## src/rtl/tl_phase_timer.sv

```systemverilog
// rtl/tl_phase_timer.sv - phase dwell sequencer for the traffic-light controller (optional macro TL_PHASE_TIMER_ACK_TIMEOUT_EN)
module tl_phase_timer #(
  parameter int RED_CYC     = 20,
  parameter int RY_CYC      = 3,
  parameter int GREEN_CYC   = 20,
  parameter int YELLOW_CYC  = 4,
  parameter int CNT_W       = 8,
  parameter int ACK_TIMEOUT = 8
) (
  input  logic       clk,
  input  logic       rst,
  input  logic       go,
  input  logic [2:0] init_ryg,
  input  logic       halt,
  input  logic       clr,
  input  logic       red,
  input  logic       yellow,
  input  logic       green,
  output logic       start,
  output logic       en,
  output logic [2:0] ryg,
  output logic       busy,
  output logic       fault
);

  typedef enum logic [2:0] {
    S_IDLE     = 3'd0,
    S_ARM      = 3'd1,
    S_WAIT_ACK = 3'd2,
    S_RUN      = 3'd3,
    S_FAULT    = 3'd4
  } state_t;

  localparam logic [2:0] L_RED    = 3'b100;
  localparam logic [2:0] L_RY     = 3'b110;
  localparam logic [2:0] L_GREEN  = 3'b001;
  localparam logic [2:0] L_YELLOW = 3'b010;

  // Last cycle index of each phase; the counter reloads here so it never wraps.
  localparam logic [CNT_W-1:0] RED_LAST    = CNT_W'(RED_CYC - 1);
  localparam logic [CNT_W-1:0] RY_LAST     = CNT_W'(RY_CYC - 1);
  localparam logic [CNT_W-1:0] GREEN_LAST  = CNT_W'(GREEN_CYC - 1);
  localparam logic [CNT_W-1:0] YELLOW_LAST = CNT_W'(YELLOW_CYC - 1);

  localparam int              ACK_W    = (ACK_TIMEOUT > 1) ? $clog2(ACK_TIMEOUT) : 1;
  localparam logic [ACK_W-1:0] ACK_LAST = ACK_W'(ACK_TIMEOUT - 1);

`ifdef TL_PHASE_TIMER_ACK_TIMEOUT_EN
  localparam bit ACK_TO_ON = 1'b1;
`else
  // Without the timeout the ack counter never influences the state and folds away.
  localparam bit ACK_TO_ON = 1'b0;
`endif

  function automatic logic is_legal(input logic [2:0] v);
    return (v == L_RED) || (v == L_RY) || (v == L_GREEN) || (v == L_YELLOW);
  endfunction

  state_t           state_q, state_d;
  logic [CNT_W-1:0] cnt_q, cnt_d;
  logic [2:0]       ryg_q, ryg_d;
  logic [ACK_W-1:0] ack_cnt_q, ack_cnt_d;

  logic [2:0]       lamp;
  logic             lamp_legal;
  logic             lamp_dark;
  logic [CNT_W-1:0] dur_last;

  assign lamp       = {red, yellow, green};
  assign lamp_legal = is_legal(lamp);
  assign lamp_dark  = (lamp == 3'b000);

  // Select the dwell limit of the phase currently shown on the lamps.
  always_comb begin
    dur_last = '0;
    case (lamp)
      L_RED:    dur_last = RED_LAST;
      L_RY:     dur_last = RY_LAST;
      L_GREEN:  dur_last = GREEN_LAST;
      L_YELLOW: dur_last = YELLOW_LAST;
      default:  dur_last = '0;
    endcase
  end

  // State, dwell counter, captured phase select and ack counter registers.
  always_ff @(posedge clk or posedge rst) begin
    if (rst) begin
      state_q   <= S_IDLE;
      cnt_q     <= '0;
      ryg_q     <= 3'b000;
      ack_cnt_q <= '0;
    end else begin
      state_q   <= state_d;
      cnt_q     <= cnt_d;
      ryg_q     <= ryg_d;
      ack_cnt_q <= ack_cnt_d;
    end
  end

  // Next-state and output decode; outputs depend only on registered state plus live lamp/halt.
  always_comb begin
    state_d   = state_q;
    cnt_d     = cnt_q;
    ryg_d     = ryg_q;
    ack_cnt_d = ack_cnt_q;
    start     = 1'b0;
    en        = 1'b0;
    ryg       = 3'b000;
    busy      = 1'b1;
    fault     = 1'b0;

    case (state_q)
      S_IDLE: begin
        busy  = 1'b0;
        cnt_d = '0;
        if (go && is_legal(init_ryg)) begin
          state_d = S_ARM;
          ryg_d   = init_ryg;
        end
      end

      S_ARM: begin
        start     = 1'b1;
        en        = 1'b1;
        ryg       = ryg_q;
        ack_cnt_d = '0;
        state_d   = S_WAIT_ACK;
      end

      S_WAIT_ACK: begin
        ryg = ryg_q;
        if (lamp_legal) begin
          // This cycle is already cycle 0 of the first phase.
          state_d = S_RUN;
          cnt_d   = CNT_W'(1);
        end else if (!lamp_dark) begin
          state_d = S_FAULT;
        end else if (ACK_TO_ON && (ack_cnt_q == ACK_LAST)) begin
          state_d = S_FAULT;
        end else begin
          ack_cnt_d = ack_cnt_q + 1'b1;
        end
      end

      S_RUN: begin
        ryg = ryg_q;
        if (!lamp_legal) begin
          // Bad feedback overrides any pending advance strobe.
          state_d = S_FAULT;
          cnt_d   = '0;
        end else if ((cnt_q == dur_last) && !halt) begin
          en    = 1'b1;
          cnt_d = '0;
        end else if (!halt) begin
          cnt_d = cnt_q + 1'b1;
        end
      end

      S_FAULT: begin
        fault = 1'b1;
        cnt_d = '0;
        if (clr) begin
          state_d = S_IDLE;
          ryg_d   = 3'b000;
        end
      end

      default: begin
        busy    = 1'b0;
        state_d = S_IDLE;
        cnt_d   = '0;
      end
    endcase
  end

endmodule

```

## config.mk

```make
export PLATFORM = sky130hd
export DESIGN_NAME = tl_phase_timer
export DESIGN_NICKNAME = d
export VERILOG_FILES = /design/src/rtl/tl_phase_timer.sv
export SDC_FILE = /design/constraint.sdc
export NUM_CORES = 1
export LEC_CHECK = 0
export ABC_AREA = 0
export CAP_MARGIN = 0
export CORE_MARGIN = 3
export CORE_UTILIZATION = 30
export DETAILED_ROUTE_END_ITERATION = 7
export GPL_ROUTABILITY_DRIVEN = 0
export HOLD_SLACK_MARGIN = 0.08
export MAX_ROUTING_LAYER = met4
export PLACE_DENSITY = 0.59
export SYNTH_ARGS = -nofsm -noshare
export SYNTH_HDL_FRONTEND = slang
export SYNTH_SLANG_ARGS = --single-unit
```

## constraint.sdc

```tcl
create_clock -name clk -period 2 [get_ports clk]
set_input_delay 0.5 -clock clk [delete_from_list [all_inputs] [get_ports clk]]
set_output_delay 0.5 -clock clk [all_outputs]
set_load 0.1 [all_outputs]
```

== Yosys cells after proc, flatten, opt, wreduce, memory -nomap -nowiden ==
Cells that the tools add are included.

* Bits in registers: 14
* Latch bits: 0
* Memory bits (writable): 0
* ROM bits: 0
* Output and inout port bits: 7
* Word-level logic and storage cells: 63
* Memories kept: 0

* Add/sub/neg operators: 1
* $mul: 0
* Divide/modulo/power cells: 0
* Magnitude comparators: 0
* Equality and inequality tests: 19
* Shift operators: 0
* Muxes and demuxes: 21
* Bitwise logic cells: 1
* Reductions and logical operators: 18

{| class="wikitable"
|+ Operators with widths
! cell !! number
|-
| $mux W8 || 4
|-
| $pmux W8 S3 || 1
|-
| $mux W3 || 7
|-
| $eq A3 B3 Y1 const B || 5
|-
| $pmux W3 S5 || 1
|-
| $pmux W5 S3 || 1
|-
| $eq A3 B2 Y1 const B || 4
|-
| $eq A3 B1 Y1 const B || 3
|-
| $add A8 B1 Y8 const B || 1
|-
| $eq A8 B8 Y1 || 1
|-
| $ne A2 B2 Y1 const B || 4
|-
| $logic_not A3 Y1 || 2
|-
| $logic_or A1 B1 Y1 || 6
|-
| $pmux W3 S2 || 1
|-
| $reduce_and A3 Y1 || 2
|-
| $mux W1 || 5
|-
| $ne A4 B4 Y1 const B || 1
|-
| $reduce_and A4 Y1 || 1
|-
| $reduce_or A4 Y1 || 1
|-
| $ne A3 B3 Y1 const B || 1
|-
| $reduce_or A3 Y1 || 1
|-
| $logic_and A1 B1 Y1 || 2
|-
| $pmux W1 S2 || 1
|-
| $reduce_bool A2 Y1 || 1
|-
| other kinds (3) || 3
|}

== Logic depth before layout (Yosys ltp) ==
Gate-level depths: netlist of the first run.

* Word-level depth: 8
* Gate-level depth with buffers: 6

== Least setup slack after synthesis of the first run ==
Ideal clock, no wire load.

* Kind: input -> output
* From: input green
* To: output en
* Data arrival time: 2.940 ns
* Slack: -1.440 ns
* Cell stages on the path: 5
* Cells stage by stage: buf_4 -> xnor2_1 -> o21a_1 -> a2111o_1 -> a21oi_1

* Cells in the longest elaborated chain, start to end: 8
* Elaborated cells on any way between the ends: 14
* Classes of those cells: 5 x eq/ne; 4 x mux; 5 x reduce/logical

{| class="wikitable"
|+ Ends and longest elaborated chain
! what !! line !! text
|-
| start, declared || 18 || <nowiki>input logic green,</nowiki>
|-
| $eq A3 B3 Y1 or $eq A3 B1 Y1 (tied branches) || 56, 76 ||
|-
| $reduce_or A2 Y1 (no source line) || -- ||
|-
| $pmux W5 S3 || 76 || <nowiki>case (lamp)</nowiki>
|-
| $eq A8 B8 Y1 || 151 || <nowiki>end else if ((cnt_q == dur_last) && !halt) begin</nowiki>
|-
| $logic_and A1 B1 Y1 || 151 ||
|-
| $mux W1 || 151 ||
|-
| $mux W1 (*) || 147 || <nowiki>if (!lamp_legal) begin</nowiki>
|-
| $pmux W1 S2 (*) || 112 || <nowiki>case (state_q)</nowiki>
|-
| end, declared || 20 || <nowiki>output logic en,</nowiki>
|}

Mark *: on every way between the ends. The rest lies on a longest branch, timed or not.

== Worst setup path in the final report of the first run ==
* From: input yellow
* To: output en

* Cells in the longest elaborated chain, start to end: 8
* Elaborated cells on any way between the ends: 14
* Classes of those cells: 5 x eq/ne; 4 x mux; 5 x reduce/logical

{| class="wikitable"
|+ Ends and longest elaborated chain
! what !! line !! text
|-
| start, declared || 17 || <nowiki>input logic yellow,</nowiki>
|-
| $eq A3 B3 Y1 or $eq A3 B1 Y1 (tied branches) || 56, 76 ||
|-
| $reduce_or A2 Y1 (no source line) || -- ||
|-
| $pmux W5 S3 || 76 ||
|-
| $eq A8 B8 Y1 || 151 ||
|-
| $logic_and A1 B1 Y1 || 151 ||
|-
| $mux W1 || 151 ||
|-
| $mux W1 (*) || 147 ||
|-
| $pmux W1 S2 (*) || 112 ||
|}

Marked as above.

==> parameters.txt, run 1 <==
Parameter                              Value

Run status
  Outcome    finished with violations
  Violated checks    setup timing

Yosys
  Unique masters post-synth    36
  Syn nets    128
  Sequential element share of the synthesized area    34.3%
  Yosys synthesis warning count    0
  Syn Inst Count    116
  Register bit count reported by yosys    14
  Mean area per synthesized cell    8.81 um2
  Syn Std Cell Area    0.00102 mm2

Cells and area
  Diodes inserted    0
  Layout Cell Area excl Fill    0.00156 mm2
  Most frequent cells in the layout    buf_4, dfrtp_1, nand2_1
  Fill cell instance count of the final layout    311
  Fraction of layout instances using a drive strength above 1    39.5%
  Most common cell after layout, fill and taps aside    buf_4
  Signed area change from the synthesized netlist to the final layout    52.3%
  Number of nets at the end of the flow    165

Drt
  Drt wl/cell    13.0 um
  # DRC    0
  Initial detailed-routing violation count    41
  Number of detailed-route iterations in the first pass    4
  Vias per cell    5.09
  Count of antenna-violating nets left after detailed routing    0
  Routed wire length    2560 um
  Vias    997

Worst setup path
  Number of gates on the worst path with buffers counted    6
  R2r worst-path depth    7
  Nature of the critical path endpoint    output pin
  Cells along the critical path    buf_2 -> nor4bb_4 -> a31oi_1 -> a2111o_1 -> a21oi_4 -> buf_12
  Critical path class    in2out
  Reg2Reg Setup Slack    0.16 ns
  Largest delay contributor family on the critical path    compound AO/OA/AOI/OAI gates
  Startpoint of the most critical register-to-register path    cnt_q[6]
  Critical path peak fanout    4
  Data required time at the worst endpoint    1.50 ns
  Worst path bufs/invs    2
  Endpoint of the lowest-slack register-to-register path    cnt_q[4]
  Critical path arrival    1.82 ns
  Largest stage delay on the critical path    0.48 ns
  CP max-delay cell    a2111o_1
  Critical path launch point type    primary input

STA
  Final Setup Violations    1
  Period utilization    116%
  Number of pins exceeding their max-slew limit in the final report    0
  Slew at the pin closest to its max-slew limit    0.542 ns
  Maximum operating frequency    431 MHz
  Setup tns final    -0.321 ns
  Max transition margin    63.8%
  Final critical-path setup slack    -0.321 ns
  Setup skew after layout    0.00184 ns
  Worst Hold Slack    0.557 ns
  Time the worst path needs with I/O delays and setup    2.32 ns
  Setup repair after global routing missed its margin    true
  Final hold vios    0

CTS
  TritonCTS Buffers    3
  Hold buffer count at cts    0
  Clock slew at the register clock pins of the worst setup and hold paths    0.09 ns
  Clk Tree Root Cell    clkbuf_4
  H-tree lvl count    1
  CTS max path bufs    2
  Total clock sinks    14
  Source-to-sink clock delay at the later pin of the worst-skew pair    0.28 ns
  CTS tree    yes

Floorplan
  Area of the core region    0.00315 mm2
  Count of standard-cell rows    20
  Effective utilization at floorplan    32.4%
  Num ports    18
  Y dimension of the die    64.4 um
  Full die area    0.00414 mm2
  Die outline width    64.4 um

Power and ir drop
  Peak supply drop    1.44 mV
  PwrDens    1450 mW/mm2
  Post-layout total power    2.26 mW
  Static leakage power    0.676 nW

Global routing
  Global-route wire length before repair    4440 um
  Total global routing track utilization    13.9%
  Antenna violations before repair    0
  Final global-route overflow total    0
  Via count of the first global-routing pass    960
  Maximum number of pins on one net before global-route repair    15

Run
  Max-cap viol count    0

Min path
  Path class of the lowest-slack min-delay path    in2async

Placement
  Sum of net half-perimeters after detailed placement    1970 um
  Area after DPL    0.00151 mm2
  Count of input and output buffers    17
## metal layers
| metal | GRT usage, % | vias to the layer above | routed length [um] |
|---|---|---|---|
| met5 | - | - | 0 |
| met4 | 7.12 | 0 | 50 |
| met3 | 1.05 | 4 | 52 |
| met2 | 21.5 | 17 | 1260 |
| met1 | 18.1 | 479 | 1200 |
| li1 | - | 497 | - |
## metrics by stage
| stage | utilization (%) | std cells | setup WS, ns |
|---|---|---|---|
| after floorplan | - | 116 | -0.534 |
| after global placement | 47.9 | 191 | -0.668 |
| after detailed placement | 47.9 | 191 | -0.698 |
| after CTS | 48.7 | 195 | -0.386 |
| after global routing | 49.4 | 196 | -0.411 |
| final | 49.4 | 196 | -0.321 |
## sequential cells by signal, summed over array words and instances, names as in the netlist
name,count
cnt_q,8
ryg_q,3
state_q,3
## what timing repair did
action	4_1_cts	5_1_grt
endpoints found under the setup margin	9	6
gates resized for setup	12	9
buffers inserted	0	1
pin swaps	5	5
## how the worst max path moves through the flow
stage | start | end | slack, ns
final | yellow | en | -0.32
after global routing | cnt_q[0] | en | -0.41
after CTS | cnt_q[5] | en | -0.39
after detailed placement | red | en | -0.70
after global placement | red | en | -0.67
after floorplan | halt | en | -0.53
## power by group
| part | leakage, nW | switching, mW | internal (mW) |
|---|---|---|---|
| Combinational | 0.474 | 1.02 | 0.610 |
| Clock | 0.0210 | 0.100 | 0.111 |
| Sequential | 0.181 | 0.0715 | 0.353 |
| Total | 0.676 | 1.19 | 1.07 |
## area by class of cell
type | count | area (um2) | area share (%)
multi-input cells | 88 | 701 | 45.0
repair buffers | 38 | 378 | 24.3
flip-flops and latches | 14 | 353 | 22.7
well taps | 44 | 55.1 | 3.54
clock buffers | 4 | 36.3 | 2.33
inverters | 8 | 33.8 | 2.17
## cell families after synthesis
family,count (synthesis),synth area share [%]
simple gates,55,31.0
compound gates,26,21.1
buf+inv,14,6.98
flops,14,34.3
xor+xnor,3,2.57
mux,3,2.94
fa+ha+maj,1,1.22
## cell usage after synthesis
| master | number | area, um2 |
|---|---|---|
| a2111o_1 | 1 | 11.3 |
| a211oi_2 | 1 | 12.5 |
| a21oi_1 | 5 | 25.0 |
| a22oi_1 | 1 | 7.51 |
| a31oi_1 | 4 | 25.0 |
| and3_1 | 5 | 31.3 |
| buf_4 | 1 | 7.51 |
| buf_6 | 2 | 22.5 |
| clkbuf_1 | 3 | 11.3 |
| dfrtp_1 | 14 | 350 |
| ha_1 | 1 | 12.5 |
| inv_1 | 8 | 30.0 |
| mux2i_1 | 3 | 30.0 |
| nand2_1 | 11 | 41.3 |
| nand2_4 | 1 | 11.3 |
| nand2b_1 | 2 | 12.5 |
| nand3_1 | 9 | 45.0 |
| nand3b_1 | 2 | 15.0 |
| nand4_1 | 1 | 6.26 |
| nor2_1 | 8 | 30.0 |
| nor2b_1 | 1 | 6.26 |
| nor3_1 | 6 | 30.0 |
| nor3_4 | 1 | 16.3 |
| nor4_1 | 2 | 12.5 |
| nor4b_4 | 1 | 23.8 |
| nor4bb_1 | 1 | 10.0 |
| o21a_1 | 1 | 7.51 |
| o21a_4 | 1 | 15.0 |
| o21ai_0 | 5 | 25.0 |
| o22ai_1 | 2 | 12.5 |
| o41ai_1 | 1 | 8.76 |
| o41ai_2 | 4 | 65.1 |
| or2_2 | 1 | 6.26 |
| or3_1 | 3 | 18.8 |
| xnor2_1 | 2 | 17.5 |
| xor2_1 | 1 | 8.76 |
## worst register-to-register path: stages (launching register included)
cell	delay, ns
dfrtp_1	0.40
nor4_2	0.28
nand3_1	0.13
a2111o_1	0.36
buf_4	0.16
buf_4	0.15
a31oi_1	0.17
o22ai_1	0.09
No activity file was read; power rests on OpenSTA's default activity.
==> run 2: changes to the inputs <==
Settings changed: TNS_END_PERCENT set to 50.
==> run 2 against run 1 <==
Against the previous run:
- the flow still finishes with violations (setup timing)
- cell count is 1.0% lower
- via count is 0.20% lower
- largest cell class unchanged
- critical path depth stayed put
- highest routed layer unchanged
==> parameters.txt, run 2 (synthesis results as in run 1) <==
Parameter                              Value

Run status
  Outcome    finished with violations
  Violated checks    setup timing

Min path
  Worst min-delay path endpoint    ryg_q[2]
  Path class of the lowest-slack min-delay path    reg2reg
  Startpoint of the most critical hold path    ryg_q[2]
  Worst Hold Path Cells    2

Cells and area
  Storage element area    350 um2
  Number of flip-flops under the largest register name    8
  Registers with the most flip-flops    cnt_q: 8 flops, ryg_q: 3 flops, state_q: 3 flops
  Most common cell after layout, fill and taps aside    buf_4
  Number of nets at the end of the flow    164
  Combined area of the multi-input logic cells    659 um2
  Register with the most flip-flops    cnt_q
  Diodes inserted    0
  Fill cell instance count of the final layout    328
  Signed area change from the synthesized netlist to the final layout    46.9%
  Most frequent cells in the layout    buf_4, dfrtp_1, nand2_1
  Fraction of layout instances using a drive strength above 1    33.3%

Placement
  Worst slack at placement    -0.648 ns
  Count of input and output buffers    17
  Sum of net half-perimeters after detailed placement    1940 um

CTS
  H-tree lvl count    1
  Clock slew at the register clock pins of the worst setup and hold paths    0.08 ns
  Source-to-sink clock delay at the later pin of the worst-skew pair    0.29 ns
  TritonCTS Buffers    3
  Total clock sinks    14
  CTS tree    yes
  Clk Tree Root Cell    clkbuf_4
  Hold buffer count at cts    0
  CTS max path bufs    2
  Buffer count from post-CTS setup fixing    0

STA
  Number of pins exceeding their max-slew limit in the final report    0
  Period utilization    119%
  Final hold vios    0
  Maximum operating frequency    420 MHz
  Slew at the pin closest to its max-slew limit    0.570 ns
  Worst Hold Slack    0.542 ns
  Time the worst path needs with I/O delays and setup    2.38 ns
  Final Setup Violations    2
  Setup repair after global routing missed its margin    true
  Max transition margin    62.0%
  Setup tns final    -0.387 ns
  Setup skew after layout    0.00833 ns
  Final critical-path setup slack    -0.379 ns

Worst setup path
  Critical path arrival    1.88 ns
  Startpoint of the most critical register-to-register path    cnt_q[0]
  Critical path peak fanout    4
  Data required time at the worst endpoint    1.50 ns
  Reg2Reg Setup Slack    0.21 ns
  R2r worst-path depth    6
  Critical path class    in2out
  Critical path launch point type    primary input
  Nature of the critical path endpoint    output pin
  Endpoint of the lowest-slack register-to-register path    cnt_q[4]

Power and ir drop
  PwrDens    1410 mW/mm2
  Clock share of power    7.9%
  P_sw    1.13 mW
  Internal power    987 uW
  Peak supply drop    1.30 mV
  Combinational group share of total power    73.5%
  Switching fraction of total power    53.3%
  Sequential share of power    18.6%
  Static leakage power    0.670 nW

Floorplan
  Y dimension of the die    64.4 um
  Area of the core region    0.00315 mm2
  Die outline width    64.4 um
  Num ports    18
  Effective utilization at floorplan    32.4%
  Count of standard-cell rows    20
  Full die area    0.00414 mm2

Run
  Max-cap viol count    0

Drt
  Number of detailed-route iterations in the first pass    4
  Vias    995
  Count of antenna-violating nets left after detailed routing    0
  Initial detailed-routing violation count    78
  # DRC    0
  Vias per cell    5.13
  Routed wire length    2510 um
  Drt wl/cell    12.9 um

Global routing
  Maximum number of pins on one net before global-route repair    15
  Antenna violations before repair    0
  Via count of the first global-routing pass    1,003
  Global-route wire length before repair    4310 um
  Final global-route overflow total    0
  Total global routing track utilization    13.1%
run 2: cell count changes in the layout (fill, tap and decap cells not counted), moves of 2 or more:
cell and change:
buf_4 -2, dfrtp_1 +2, dfrtp_2 -2, nor2_1 +2, buf_2 -3
run 2: worst max-delay path, cell delays in order:
cell and delay (ns):
clkdlybuf4s15_2 0.22, nor4bb_2 0.27, a31oi_1 0.07, a2111o_1 0.47
a21oi_4 0.16, buf_12 0.19
run 2: power groups by stage:
stage | registers [mW] | clock network (mW) | logic (mW)
after global placement | 0.399 | 0 | 1.56
after global routing | 0.403 | 0.185 | 1.64
final | 0.393 | 0.168 | 1.55
after detailed placement | 0.399 | 0 | 1.56
after floorplan | 0.388 | 0 | 1.03
after CTS | 0.393 | 0.170 | 1.57
run 2: layout make-up:
type | count | area share (%)
tap | 44 | 3.67
multi-input combinational | 88 | 43.9
clock buffer | 3 | 1.50
sequential | 14 | 23.3
inverter | 8 | 2.00
timing repair buffer | 37 | 25.6
run 2: routing by layer:
metal	global-route usage, %	wire length [um]
met1	15.9	1140
met2	22.4	1250
met3	3.34	107
met4	1.58	14
met5	-	0
run 2: how the worst max path moves through the flow:
stage	from	depth (start not counted)	slack, ns	endpoint
5_1_grt	cnt_q[0]	5	-0.43	en
3_5_place_dp	red	6	-0.65	en
6_report	yellow	6	-0.38	en
2_1_floorplan	halt	5	-0.53	en
4_1_cts	cnt_q[5]	5	-0.46	en
3_3_place_gp	halt	6	-0.61	en
run 2: what timing repair did:
action / CTS / global route
pin swaps: 5 / 3
endpoints found under the setup margin: 10 / 7
gates resized for setup: 9 / 3
run 2: metrics by stage:
step                util [%]  instances  power [mW]  area [um2]
finish                  47.6        194        2.11        1500
global placement        46.9        191        1.96        1480
CTS                     47.9        194        2.13        1510
global route            47.6        194        2.23        1500
detailed placement      46.9        191        1.96        1480
floorplan                  -        116        1.42        1100
==> run 3: changes to the inputs <==
Settings changed: CORE_MARGIN 3 to 5, CTS_CLUSTER_DIAMETER set to 100.
==> run 3 against run 2 <==
Against the previous run:
- the run still ends with setup timing left
- non-clock buffer count shrank 1
- clock power down 5%
- clock-buffer cell count stayed put
- setup slack lost 0.022 ns
- worst hold slack better by 0.025 ns
- cell count increased by 0.52%
- maximum frequency down 0.91%
- register-to-register slack worse by 0.11 ns
- critical path type unchanged
- highest routed layer unchanged
==> parameters.txt, run 3 (synthesis results as in run 1) <==
Parameter                              Value

Global routing
  Final global-route overflow total    0
  Via count of the first global-routing pass    946
  Total global routing track utilization    12.0%
  Antenna violations before repair    0
  Global-route wire length before repair    4180 um
  Maximum number of pins on one net before global-route repair    15

CTS
  Clk Tree Root Cell    clkbuf_4
  CTS tree    yes
  Source-to-sink clock delay at the later pin of the worst-skew pair    0.28 ns
  Total clock sinks    14
  Clock slew at the register clock pins of the worst setup and hold paths    0.09 ns
  TritonCTS Buffers    3
  CTS max path bufs    2
  H-tree lvl count    1

STA
  Maximum operating frequency    416 MHz
  Setup tns final    -0.401 ns
  Number of pins exceeding their max-slew limit in the final report    0
  Period utilization    120%
  Final critical-path setup slack    -0.401 ns
  Setup skew after layout    0.00287 ns
  Final Setup Violations    1
  Setup repair after global routing missed its margin    true
  Slew at the pin closest to its max-slew limit    0.564 ns
  Max transition margin    62.4%
  Final hold vios    0
  Time the worst path needs with I/O delays and setup    2.40 ns

Cells and area
  Number of flip-flops under the largest register name    8
  Most common cell after layout, fill and taps aside    buf_4
  Register with the most flip-flops    cnt_q
  Most frequent cells in the layout    buf_4, dfrtp_1, nand2_1
  Signed area change from the synthesized netlist to the final layout    47.2%
  Registers with the most flip-flops    cnt_q: 8 flops, ryg_q: 3 flops, state_q: 3 flops
  Diodes inserted    0
  Number of nets at the end of the flow    163
  Fraction of layout instances using a drive strength above 1    32.9%
  Layout Cell Area excl Fill    0.00151 mm2

Floorplan
  Effective utilization at floorplan    30.9%
  Num ports    18
  Area of the core region    0.00331 mm2
  Full die area    0.00468 mm2
  Die outline width    68.4 um
  Y dimension of the die    68.4 um
  Count of standard-cell rows    21

Placement
  Sum of net half-perimeters after detailed placement    1880 um
  Count of input and output buffers    17
  Area after DPL    0.00147 mm2

Power and ir drop
  Peak supply drop    1.10 mV
  Static leakage power    0.667 nW
  PwrDens    1410 mW/mm2

Run status
  Violated checks    setup timing
  Outcome    finished with violations

Worst setup path
  Critical path class    in2out
  Reg2Reg Setup Slack    0.10 ns
  CP max-delay cell    a2111o_1
  Startpoint of the most critical register-to-register path    cnt_q[6]
  R2r worst-path depth    7
  Nature of the critical path endpoint    output pin
  Largest stage delay on the critical path    0.43 ns
  Endpoint of the lowest-slack register-to-register path    cnt_q[4]
  Critical path launch point type    primary input
  Cells along the critical path    clkdlybuf4s15_1 -> nor4bb_2 -> a31oi_1 -> a2111o_1 -> a21oi_4 -> buf_12
  Critical path peak fanout    5
  Critical path arrival    1.90 ns
  Data required time at the worst endpoint    1.50 ns

Drt
  Met2 WL    1220 um
  Met3 WL post-DR    53 um
  Vias per cell    5.01
  Routed wire length    2450 um
  Vias    976
  Number of detailed-route iterations in the first pass    4
  # DRC    0
  Met1 Routed Length    1160 um
  Uppermost layer routed    met4
  Drt wl/cell    12.6 um
  Count of antenna-violating nets left after detailed routing    0
  Initial detailed-routing violation count    21

Min path
  Path class of the lowest-slack min-delay path    in2async

Run
  Max-cap viol count    0
==> run 3: cell count changes in the layout (fill, tap and decap cells not counted), sizes merged <==
cell,delta
clkdlybuf4s15,+1
buf,-1
clkbuf,-1
==> run 3: worst max-delay path, delay by kind of cell <==
family	cells	cell delay (ns)
AO/OA/AOI/OAI	3	0.66
buffers and inverters	2	0.43
AND/OR/NAND/NOR	1	0.30
==> run 3: repair_timing <==
item / 4_1_cts / 5_1_grt
pin swaps: 5 / 5
endpoints found under the setup margin: 9 / 3
buffers inserted: 0 / 1
hold buffers: 0 / 0
resized for setup: 7 / 4
==> run 3: layout make-up <==
| class | instances | area, um2 |
|---|---|---|
| inverters | 8 | 30.0 |
| multi-input cells | 88 | 667 |
| fillers | 357 | 1810 |
| flip-flops and latches | 14 | 350 |
| clock buffers | 3 | 22.5 |
| repair buffers | 36 | 378 |
| well taps | 46 | 57.6 |
==> run 3: power breakdown <==
group | internal [mW] | leakage, nW | total (mW) | switching [mW]
combinational | 0.570 | 0.470 | 1.58 | 1.01
sequential | 0.351 | 0.184 | 0.387 | 0.0359
clock | 0.0697 | 0.0138 | 0.160 | 0.0905
total | 0.990 | 0.667 | 2.13 | 1.14
==> run 3: routing by layer <==
| layer | GRT usage, % | vias up |
|---|---|---|
| met3 | 3.12 | 2 |
| met1 | 15.5 | 469 |
| met5 | - | - |
| met2 | 19.4 | 12 |
| met4 | 1.49 | 0 |
| li1 | - | 493 |
==> run 3: worst max path at each step <==
stage          startpoint  to  slack (ns)  cells after the start
5_1_grt            yellow  en       -0.48                      6
6_report           yellow  en       -0.40                      6
3_3_place_gp         halt  en       -0.64                      6
4_1_cts          cnt_q[5]  en       -0.47                      5
2_1_floorplan        halt  en       -0.53                      5
3_5_place_dp          red  en       -0.68                      6
==> run 3: per-stage QoR <==
stage | std cells | setup WS, ns | hold slack [ns] | utilization, % | power, mW
finish | 195 | -0.401 | 0.567 | 45.5 | 2.13
floorplan | 116 | -0.534 | 0.389 | - | 1.42
global route | 195 | -0.475 | 0.578 | 45.5 | 2.22
detailed placement | 191 | -0.683 | 0.545 | 44.3 | 1.96
global placement | 191 | -0.641 | 0.517 | 44.3 | 1.95
CTS | 194 | -0.472 | 0.568 | 44.9 | 2.13
